`config.mk`:
```
export PLATFORM = sky130hd
export DESIGN_NAME = timer_setter
export DESIGN_NICKNAME = d
export VERILOG_FILES = /design/src/rtl/timer_setter.sv
export SDC_FILE = /design/constraint.sdc
export NUM_CORES = 1
export LEC_CHECK = 0
export CAP_MARGIN = 20
export CORE_UTILIZATION = 45
export DETAILED_ROUTE_END_ITERATION = 10
export GPL_TIMING_DRIVEN = 0
export HOLD_SLACK_MARGIN = 0.06
export PLACE_DENSITY = 0.67
export SLEW_MARGIN = 20
export SYNTH_ARGS = -nofsm -noshare
export SYNTH_HDL_FRONTEND = slang
export SYNTH_SLANG_ARGS = --single-unit
```
`constraint.sdc`:
```
create_clock -name clk -period 2.9 [get_ports clk]
set_input_delay 0.435 -clock clk [delete_from_list [all_inputs] [get_ports clk]]
set_output_delay 0.435 -clock clk [all_outputs]
set_load 0.02 [all_outputs]
```
`src/rtl/timer_setter.sv`:
```
// Countdown-timer preset entry: turns debounced button levels into an hours/minutes/seconds
// preset through a field-select FSM, then issues a one-cycle start pulse to load the timer.
module timer_setter #(
    parameter int unsigned HRS_MAX = 23,
    parameter int unsigned MS_MAX  = 59
) (
    input  logic       clk,
    input  logic       reset,
    input  logic       btn_mode,
    input  logic       btn_up,
    input  logic       btn_down,
    input  logic       btn_clr,
    input  logic       btn_go,
    output logic [4:0] hours_o,
    output logic [5:0] mins_o,
    output logic [5:0] secs_o,
    output logic       start,
    output logic [1:0] field_o,
    output logic       editing
);

    localparam int unsigned HW = 5;
    localparam int unsigned MW = 6;
    localparam int unsigned NB = 5;

    localparam int unsigned B_UP   = 0;
    localparam int unsigned B_DOWN = 1;
    localparam int unsigned B_MODE = 2;
    localparam int unsigned B_CLR  = 3;
    localparam int unsigned B_GO   = 4;

    typedef enum logic [2:0] {
        IDLE  = 3'd0,
        SET_H = 3'd1,
        SET_M = 3'd2,
        SET_S = 3'd3,
        LOAD  = 3'd4
    } state_t;

    state_t        state;
    state_t        state_nxt;
    logic [NB-1:0] btn;
    logic [NB-1:0] btn_q;
    logic [NB-1:0] ev;
    logic [HW-1:0] hours_nxt;
    logic [MW-1:0] mins_nxt;
    logic [MW-1:0] secs_nxt;
    logic [1:0]    field_nxt;
    logic          preset_nz;
    logic          step_up;
    logic          step_dn;

    // Wrap by comparing against the field maximum rather than relying on 2^n rollover.
    function automatic logic [MW-1:0] wrap_inc(input logic [MW-1:0] v, input logic [MW-1:0] max);
        return (v == max) ? '0 : v + MW'(1);
    endfunction

    function automatic logic [MW-1:0] wrap_dec(input logic [MW-1:0] v, input logic [MW-1:0] max);
        return (v == '0) ? max : v - MW'(1);
    endfunction

    assign btn       = {btn_go, btn_clr, btn_mode, btn_down, btn_up};
    assign ev        = btn & ~btn_q;
    assign preset_nz = |{hours_o, mins_o, secs_o};
    assign step_up   = ev[B_UP] & ~ev[B_DOWN];
    assign step_dn   = ev[B_DOWN] & ~ev[B_UP];

    // Next state and field values; only the highest-priority event (go > clr > mode > up/down) acts.
    always_comb begin
        state_nxt = state;
        hours_nxt = hours_o;
        mins_nxt  = mins_o;
        secs_nxt  = secs_o;
        unique case (state)
            IDLE: begin
                if (ev[B_GO]) begin
                    if (preset_nz) state_nxt = LOAD;
                end else if (ev[B_MODE]) begin
                    state_nxt = SET_H;
                end
            end
            SET_H, SET_M, SET_S: begin
                if (ev[B_GO]) begin
                    if (preset_nz) state_nxt = LOAD;
                end else if (ev[B_CLR]) begin
                    hours_nxt = '0;
                    mins_nxt  = '0;
                    secs_nxt  = '0;
                end else if (ev[B_MODE]) begin
                    unique case (state)
                        SET_H:   state_nxt = SET_M;
                        SET_M:   state_nxt = SET_S;
                        default: state_nxt = SET_H;
                    endcase
                end else if (step_up || step_dn) begin
                    unique case (state)
                        SET_H: hours_nxt = HW'(step_up ? wrap_inc(MW'(hours_o), MW'(HRS_MAX))
                                                       : wrap_dec(MW'(hours_o), MW'(HRS_MAX)));
                        SET_M: mins_nxt  = step_up ? wrap_inc(mins_o, MW'(MS_MAX))
                                                   : wrap_dec(mins_o, MW'(MS_MAX));
                        default: secs_nxt = step_up ? wrap_inc(secs_o, MW'(MS_MAX))
                                                    : wrap_dec(secs_o, MW'(MS_MAX));
                    endcase
                end
            end
            LOAD:    state_nxt = IDLE;
            default: state_nxt = IDLE;
        endcase
    end

    // Field indicator follows the state being entered.
    always_comb begin
        field_nxt = 2'd0;
        unique case (state_nxt)
            SET_H:   field_nxt = 2'd1;
            SET_M:   field_nxt = 2'd2;
            SET_S:   field_nxt = 2'd3;
            default: field_nxt = 2'd0;
        endcase
    end

    // Reset reloads btn_q from the live levels so a button held through reset raises no event.
    always_ff @(posedge clk) begin
        if (!reset) begin
            state   <= IDLE;
            hours_o <= '0;
            mins_o  <= '0;
            secs_o  <= '0;
            start   <= 1'b0;
            field_o <= 2'd0;
            editing <= 1'b0;
            btn_q   <= btn;
        end else begin
            state   <= state_nxt;
            hours_o <= hours_nxt;
            mins_o  <= mins_nxt;
            secs_o  <= secs_nxt;
            start   <= (state_nxt == LOAD);
            field_o <= field_nxt;
            editing <= (field_nxt != 2'd0);
            btn_q   <= btn;
        end
    end

endmodule
```
==> results of run 1 <==
logic make-up (layout without fill, tap and decap cells):
kind of cell	Yosys count	count (layout)	share of synthesized area, %
DFF	29	29	29.4
buffers and inverters	32	66	6.84
adders and majority gates	10	10	6.33
AOI/OAI and AO/OA	68	68	26.5
xor gates and xnor gates	7	7	3.10
and+or+nand+nor	85	85	25.7
muxes	4	4	2.09
cell usage in the layout, fill, tap and decap left out, types with 4 or more instances in the layout:
cell type / count
nand3_1: 10
xnor2_1: 6
ha_1: 10
nand4_1: 10
inv_1: 14
a31oi_1: 4
nor2b_1: 8
nand2b_1: 7
dfxtp_1: 29
nor2_1: 9
clkbuf_1: 12
nor3_1: 9
o22ai_1: 5
clkdlybuf4s50_1: 26
a32o_1: 4
o21ai_0: 5
o31ai_1: 4
clkbuf_8: 5
nand2_1: 10
a21oi_1: 8
state kept, by name (all words and copies together), names as in the netlist:
signal,count
btn_q,5
editing,1
field_o,2
hours_o,5
mins_o,6
secs_o,6
start,1
state,3
worst reg2reg max path, cell delays in order, from the launching register on:
cell and delay, ns:
dfxtp_1 0.30, nor2b_1 0.11, ha_1 0.33, clkbuf_1 0.44, buf_2 0.36, mux2i_1 0.22
nor2_1 0.06, o32ai_1 0.22
through the flow:
stage | worst slack [ns] | total power [mW]
3_3_place_gp | 0.128 | 0.555
6_report | 0.428 | 1.05
4_1_cts | 0.449 | 1.06
3_5_place_dp | 0.161 | 0.555
2_1_floorplan | 1.07 | 0.516
5_1_grt | 0.274 | 1.10
per-layer routing:
metal  vias up  routed length, um  GRT usage (%)
met1       894               2260           30.4
met3        10                285           6.00
met5         -                  0              0
met4         0                 99           9.38
met2        71               2010           31.3
li1        959                  -              -
power by group:
part           internal [mW]  switching (mW)  leakage [nW]
clock network          0.341           0.164        0.0681
logic                 0.0554          0.0773         0.573
registers              0.410         0.00542         0.236
how the worst max path moves through the flow:
stage / from / endpoint / slack (ns) / cells after the start
floorplan: btn_up / mins_o[2] / 1.07 / 7
global placement: btn_up / mins_o[2] / 0.13 / 8
detailed placement: btn_up / mins_o[2] / 0.16 / 8
CTS: btn_up / mins_o[2] / 0.45 / 8
global route: btn_up / mins_o[2] / 0.27 / 8
finish: btn_up / mins_o[2] / 0.43 / 8
cell type report:
cell class	instances	area, um^2	share of cell area [%]
Multi-Input combinational cell	174	1260	51.8
Tap cell	50	62.6	2.57
Inverter	15	56.3	2.31
Clock buffer	5	68.8	2.83
Sequential cell	29	581	23.9
Clock inverter	3	65.1	2.67
Timing Repair Buffer	26	260	10.7
Buffer	17	78.8	3.24
==> flow_summary.json, run 1 <==
{
  "status": "finished, final reports clean",
  "grt_overflow_total": 0,
  "rsz0062_at_grt": "false",
  "die_y_um": 68.3,
  "synth_top_area_share_pct": 29.4,
  "yosys_warnings": 0,
  "cp_num_buf_inv": 3,
  "placed_area_um2": 2300,
  "vias": 1934,
  "peakVddDrop_v": 0.000238,
  "drv_cap": 0,
  "cts_tree": "built",
  "path_cells": "clkdlybuf4s50_1 -> nor2b_1 -> ha_1 -> clkbuf_1 -> buf_2 -> mux2i_1 -> nor2_1 -> o32ai_1",
  "r2r_start": "btn_q[0]",
  "crit_type": "in2reg",
  "grt_pass1_wl_um": 7510,
  "utilization_pct": 59.1,
  "cts_buffers": 5,
  "synth_nets": 252,
  "synth-edff-count": 0,
  "final_nets": 285,
  "holdPathStages": 2,
  "relSlewSlack_pct": 63.2,
  "syn_area_um2": 1980,
  "synth.most_common_cell": "dfxtp_1",
  "postCtsHoldBufs": 0,
  "grt_max_degree": 11,
  "syn_to_final_growth_pct": 23.1,
  "synth_area_leader_cell": "dfxtp_1",
  "clk_pin_slew_worst_paths_ns": 0.07,
  "final_cells": 319,
  "dp.cells": 311,
  "clockBufferDepth": 2,
  "worst_pin_slew_ns": 0.550,
  "grt_pass1_vias": 1591,
  "fin_area_um2": 2430,
  "hold_viol_final": 0,
  "worstSetupEndpointType": "flip-flop",
  "fin_crit_sh_pct": 85.3,
  "holdCritPathClass": "in2reg",
  "rrSetupSlack_ns": 0.78,
  "cts_sinks": 29,
  "drt_iter0_drc": 228,
  "required_ns": 3.09,
  "synth_ff_type": "dfxtp_1",
  "ant_nets": 0,
  "hp-start": "reset",
  "avgRoutedWirePerCell_um": 14.6,
  "fill_cells": 374,
  "p_leak_nw": 0.878,
  "viasPerCell": 6.06,
  "io_pins": 28,
  "diodes": 0,
  "antenna_found_initial": 0,
  "whs_ns": 0.504,
  "fp.dieW_um": 68.3,
  "final.setup.tns_ns": 0,
  "drc": 0,
  "place_hpwl_um": 3360,
  "fmax_mhz": 404,
  "wirelength_um": 4650,
  "ctsResizeCount": 0,
  "dieArea_um2": 4660,
  "min_to": "mins_o[1]",
  "worstReg2RegEnd": "mins_o[2]",
  "synthTopCellsByCount": "dfxtp_1 (29), inv_1 (14), clkbuf_1 (12)",
  "root_buffer": "clkbuf_8",
  "drive_gt1_share_pct": 7.43,
  "clk_latency_ns": 0.28,
  "htree_levels": 2,
  "synth_seq_cells": 29,
  "synth_cell_type_count": 65,
  "start_util_pct": 48.0,
  "yosys-top-cells-area": "dfxtp_1 (29%), ha_1 (6.3%), nand4_1 (3.2%)",
  "fin_crit_ns": 2.47,
  "drt_pre_antenna_iters": 4,
  "skew_ns": 0.00624,
  "syn_area_per_cell_um2": 8.41,
  "ys_seq_area_share_pct": 29.4,
  "num_rows": 23,
  "worst_setup_path_start_kind": "input port",
  "crit_arrival_ns": 2.66,
  "netlist_instances": 235,
  "synthArstFlopShare_pct": 0,
  "drv_slew": 0,
  "ff2ff_path_depth": 7,
  "core_um2": 4120,
  "cts_setup_buffers": 0,
  "port_buffers": 26,
  "cpMaxStageDelayCell": "clkdlybuf4s50_1",
  "cp_top_family": "buffers and inverters",
  "setup-violations-final": 0,
  "power_density_nw_per_um2": 433,
  "gp_congestion": 0.848,
  "track_usage_pct": 21.9,
  "critPathMaxStageDelay_ns": 0.46,
  "crit_fanout": 10
}
Note: power is estimated with default switching activity, not from simulation.
==> inputs of run 2 (changes only) <==
--- a/config.mk
+++ b/config.mk
@@ -11,6 +11,7 @@
 export GPL_TIMING_DRIVEN = 0
 export HOLD_SLACK_MARGIN = 0.06
 export PLACE_DENSITY = 0.67
+export RECOVER_POWER = 100
 export SLEW_MARGIN = 20
 export SYNTH_ARGS = -nofsm -noshare
 export SYNTH_HDL_FRONTEND = slang
==> constraint.sdc (replaced) <==
create_clock -name clk -period 3.1 [get_ports clk]
set_input_delay 0.465 -clock clk [delete_from_list [all_inputs] [get_ports clk]]
set_output_delay 0.465 -clock clk [all_outputs]
set_load 0.02 [all_outputs]
==> run 2 against run 1 <==
Compared with the run above: sequential cell count unchanged; non-clock buffer count unchanged; first-iteration DRC count fell by 3.5%; routed wire length fell by 0.54%; clock power shrank 6.7%; global-route usage did not move; sequential share of layout area unchanged; critical path depth unchanged; setup slack gained 0.083 ns; sequential power decreased by 6.5%; cell count unchanged; total power is 7.0% lower; critical endpoint unchanged; largest cell class unchanged; largest power group unchanged.
==> flow_summary.json, run 2 (synthesis gave the netlist of run 1 again) <==
{
  "track_usage_pct": 21.9,
  "core_um2": 4120,
  "cts_sinks": 29,
  "root_buffer": "clkbuf_8",
  "reg_top3": "mins_o: 6 flops, secs_o: 6 flops",
  "cts_setup_buffers": 0,
  "cts_buffers": 5,
  "p_sw_mw": 0.229,
  "dp.cells": 311,
  "drive_gt1_share_pct": 7.06,
  "htree_levels": 2,
  "mostFrequentLayoutCells": "dfxtp_1 (29), dlygate4sd3_1 (26), inv_1 (14)",
  "fin_total_pwr_mw": 0.979,
  "fmax_mhz": 386,
  "internal_power_mw": 0.751,
  "syn_to_final_growth_pct": 23.1,
  "antenna_found_initial": 0,
  "final.setup.tns_ns": 0,
  "grt_pass1_wl_um": 7510,
  "worst_pin_slew_ns": 0.685,
  "avgRoutedWirePerCell_um": 14.5,
  "power_frac_comb_pct": 12.3,
  "crit_arrival_ns": 2.77,
  "io_pins": 28,
  "gp_congestion": 0.848,
  "wirelength_um": 4630,
  "skew_ns": 0.00603,
  "start_util_pct": 48.0,
  "pre_cts_slack_ns": 0.331,
  "die_y_um": 68.3,
  "fin_crit_sh_pct": 83.5,
  "p_leak_nw": 0.950,
  "status": "finished, final reports clean",
  "clk_pin_slew_worst_paths_ns": 0.07,
  "power_frac_clock_pct": 48.1,
  "utilization_pct": 59.1,
  "rsz0062_at_grt": "false",
  "final_cells": 319,
  "worstSetupEndpointType": "flip-flop",
  "power_density_nw_per_um2": 403,
  "crit_type": "in2reg",
  "fin_ws_ns": 0.510,
  "worst_setup_path_start_kind": "input port",
  "peakVddDrop_v": 0.000221,
  "grt_pass1_vias": 1591,
  "diodes": 0,
  "ant_nets": 0,
  "grt_overflow_total": 0,
  "fp.dieW_um": 68.3,
  "required_ns": 3.28,
  "final_nets": 285,
  "drc": 0,
  "drt_pre_antenna_iters": 4,
  "holdPathStages": 2,
  "fin_area_um2": 2430,
  "hold_viol_final": 0,
  "relSlewSlack_pct": 53.8,
  "seqPwrFrac_pct": 39.6,
  "port_buffers": 26,
  "cts_tree": "built",
  "setup-violations-final": 0,
  "switching_share_pct": 23.3,
  "grt_max_degree": 11,
  "dieArea_um2": 4660,
  "ff2ff_path_depth": 7,
  "crit_fanout": 10,
  "vias": 1916,
  "drt_iter0_drc": 220,
  "ctsResizeCount": 0,
  "num_rows": 23,
  "place_hpwl_um": 3360,
  "fin_crit_ns": 2.59,
  "viasPerCell": 6.01,
  "clockBufferDepth": 2,
  "layout_commonest_cell": "dfxtp_1",
  "whs_ns": 0.536,
  "drv_slew": 0,
  "postCtsHoldBufs": 0,
  "placed_area_um2": 2300,
  "drv_cap": 0,
  "clk_latency_ns": 0.28,
  "holdCritPathClass": "in2reg"
}
## run 2: changes by cell type in the layout (fill, tap and decap cells not counted)
cell	delta
clkdlybuf4s50_1	-26
dlygate4sd3_1	+26
mux2_1	+1
mux2_2	-1
o21ai_0	+1
o21ai_1	-1
o311ai_0	+1
o311ai_1	-1
## run 2: metal layers
layer  GRT usage [%]  share of wire (%)  wire [um]  vias up
met2            31.3                 43       2000       66
met5               0                  0          0        -
met4            9.38                2.2        103        0
met3            6.00                5.7        266       12
met1            30.4                 49       2260      879
li1                -                  -          -      959
## run 2: cell type report
type / count / area [um^2]
clock inverter: 3 / 65.1
inverter: 15 / 56.3
sequential: 29 / 581
fill: 374 / 1680
clock buffer: 5 / 68.8
tap: 50 / 62.6
timing repair buffer: 26 / 260
buffer: 17 / 78.8
multi-input combinational: 174 / 1260
## run 2: power groups by stage
stage / Combinational (mW) / Clock [mW] / Sequential (mW)
2_1_floorplan: 0.0803 / 0 / 0.402
3_3_place_gp: 0.122 / 0 / 0.396
3_5_place_dp: 0.123 / 0 / 0.397
4_1_cts: 0.123 / 0.481 / 0.388
5_1_grt: 0.133 / 0.502 / 0.389
6_report: 0.120 / 0.471 / 0.388
## run 2: path summary, 6_finish.rpt
path                to     start  slack [ns]
min          mins_o[1]     reset        0.54
max          mins_o[2]    btn_up        0.51
min reg2reg    editing  btn_q[2]        0.58
max reg2reg  mins_o[2]  btn_q[0]        0.96
## run 2: critical path, stage by stage
cell           delay, ns
dlygate4sd3_1       0.53
nor2b_1             0.14
ha_1                0.33
clkbuf_1            0.43
buf_2               0.36
mux2i_1             0.22
nor2_1              0.05
o32ai_1             0.23
==> inputs of run 3 (changes only) <==
--- a/config.mk
+++ b/config.mk
@@ -10,7 +10,7 @@
 export DETAILED_ROUTE_END_ITERATION = 10
 export GPL_TIMING_DRIVEN = 0
 export HOLD_SLACK_MARGIN = 0.06
-export PLACE_DENSITY = 0.67
+export PLACE_DENSITY = 0.69
 export RECOVER_POWER = 100
 export SLEW_MARGIN = 20
 export SYNTH_ARGS = -nofsm -noshare
==> constraint.sdc (replaced) <==
create_clock -name clk -period 2.2 [get_ports clk]
set_input_delay 0.33 -clock clk [delete_from_list [all_inputs] [get_ports clk]]
set_output_delay 0.33 -clock clk [all_outputs]
set_load 0.02 [all_outputs]
==> run 3 against run 2 <==
Compared with the run above: clock skew is essentially flat; critical path depth down 3; critical endpoint is now secs_o[2]; largest power group is now registers; routed wire length decreased by 0.26%; sequential share of layout area increased by 0.36 points; register-to-register slack got worse by 0.62 ns; via count decreased by 0.57%; die area stayed put.
==> flow_summary.json, run 3 (synthesis gave the netlist of run 1 again) <==
{
  "htree_levels": 2,
  "seqPwrFrac_pct": 47.3,
  "fmax_mhz": 479,
  "cts_setup_buffers": 0,
  "p_leak_nw": 0.927,
  "root_buffer": "clkbuf_8",
  "p_sw_mw": 0.327,
  "final.setup.tns_ns": 0,
  "clk_latency_ns": 0.29,
  "start_util_pct": 48.0,
  "power_frac_clock_pct": 37.8,
  "placed_area_um2": 2300,
  "worst_pin_slew_ns": 0.541,
  "internal_power_mw": 0.829,
  "peakVddDrop_v": 0.000236,
  "utilization_pct": 58.2,
  "avgRoutedWirePerCell_um": 14.5,
  "hold_viol_final": 0,
  "crit_arrival_ns": 2.22,
  "fin_crit_ns": 2.09,
  "vias": 1905,
  "num_rows": 23,
  "drv_slew": 0,
  "r2r_start": "secs_o[4]",
  "grt_max_degree": 11,
  "multi_input_area_um2": 1260,
  "antenna_found_initial": 0,
  "grt_overflow_total": 0,
  "final_nets": 285,
  "grt_pass1_wl_um": 7450,
  "pre_cts_slack_ns": -0.448,
  "rrSetupSlack_ns": 0.34,
  "worstReg2RegEnd": "secs_o[2]",
  "cts_sinks": 29,
  "clk_pin_slew_worst_paths_ns": 0.07,
  "setup-violations-final": 0,
  "rsz0062_at_grt": "false",
  "die_y_um": 68.3,
  "min_to": "mins_o[1]",
  "holdPathStages": 2,
  "ff_latch_area_um2": 581,
  "cts_tree": "built",
  "drt_iter0_drc": 173,
  "fin_total_pwr_mw": 1.16,
  "ant_nets": 0,
  "fill_cells": 392,
  "worst_setup_path_start_kind": "input port",
  "viasPerCell": 5.97,
  "place_hpwl_um": 3390,
  "fp.dieW_um": 68.3,
  "status": "finished, final reports clean",
  "core_um2": 4120,
  "worstSetupEndpointType": "flip-flop",
  "relSlewSlack_pct": 63.9,
  "fin_area_um2": 2400,
  "layout_commonest_cell": "dfxtp_1",
  "hp-start": "reset",
  "power_density_nw_per_um2": 482,
  "holdCritPathClass": "in2reg",
  "cts_buffers": 5,
  "drt_pre_antenna_iters": 4,
  "diodes": 0,
  "ff2ff_path_depth": 5,
  "required_ns": 2.33,
  "track_usage_pct": 21.9,
  "drc": 0,
  "wirelength_um": 4620,
  "skew_ns": 0.00632,
  "fin_crit_sh_pct": 94.9,
  "reg_top3": "mins_o: 6 flops, secs_o: 6 flops",
  "drive_gt1_share_pct": 8.18,
  "mostFrequentLayoutCells": "dfxtp_1 (29), dlygate4sd3_1 (25), inv_1 (14)",
  "dieArea_um2": 4660,
  "power_frac_comb_pct": 14.9,
  "io_pins": 28,
  "gp_congestion": 0.902,
  "switching_share_pct": 28.3,
  "fin_ws_ns": 0.113,
  "crit_fanout": 9,
  "crit_type": "in2reg",
  "syn_to_final_growth_pct": 21.3,
  "clockBufferDepth": 2,
  "grt_pass1_vias": 1562,
  "port_buffers": 26,
  "drv_cap": 0
}
run 3: through the flow:
stage | hold slack (ns) | cells
floorplan | 0.358 | 235
global placement | 0.551 | 311
detailed placement | 0.578 | 311
CTS | 0.390 | 319
global route | 0.408 | 319
finish | 0.404 | 319
run 3: layer usage:
layer	vias to the layer above	track usage [%]	wire (um)
met5	-	0	0
met4	0	9.38	84
met2	49	32.2	2060
li1	958	-	-
met3	9	5.17	216
met1	889	30.1	2250
run 3: worst max-delay path by stage:
| stage | to | startpoint | slack, ns | cells after the start |
|---|---|---|---|---|
| floorplan | mins_o[2] | btn_up | 0.48 | 7 |
| global placement | mins_o[2] | btn_up | -0.39 | 8 |
| detailed placement | mins_o[2] | btn_up | -0.45 | 8 |
| CTS | mins_o[2] | btn_up | 0.01 | 8 |
| global route | mins_o[2] | btn_up | 0.01 | 8 |
| finish | secs_o[2] | btn_mode | 0.11 | 5 |
run 3: layout make-up:
cell class / count / area share [%]
plain buffers: 17 / 3.66
clock inverters: 3 / 0.731
inverters: 15 / 2.35
repair buffers: 26 / 10.9
clock buffers: 5 / 2.87
flip-flops and latches: 29 / 24.2
well taps: 50 / 2.61
multi-input cells: 174 / 52.7
run 3: timing repair:
item / in CTS / in global routing
resized for setup: 1 / 5
hold buffers: 0 / 0
setup endpoints to repair: 8 / 3
cloned: 0 / 0
run 3: worst max-delay path, stage by stage:
cell and delay (ns):
dlygate4sd3_1 0.57, nor2b_1 0.17, a2111o_4 0.56, o311ai_0 0.38, o311ai_0 0.21
run 3: power by group through the flow:
stage | registers [mW] | clock network [mW] | logic [mW]
after floorplan | 0.567 | 0 | 0.113
after global placement | 0.559 | 0 | 0.172
after detailed placement | 0.559 | 0 | 0.172
after CTS | 0.547 | 0.448 | 0.173
after global routing | 0.549 | 0.476 | 0.187
final | 0.547 | 0.437 | 0.172
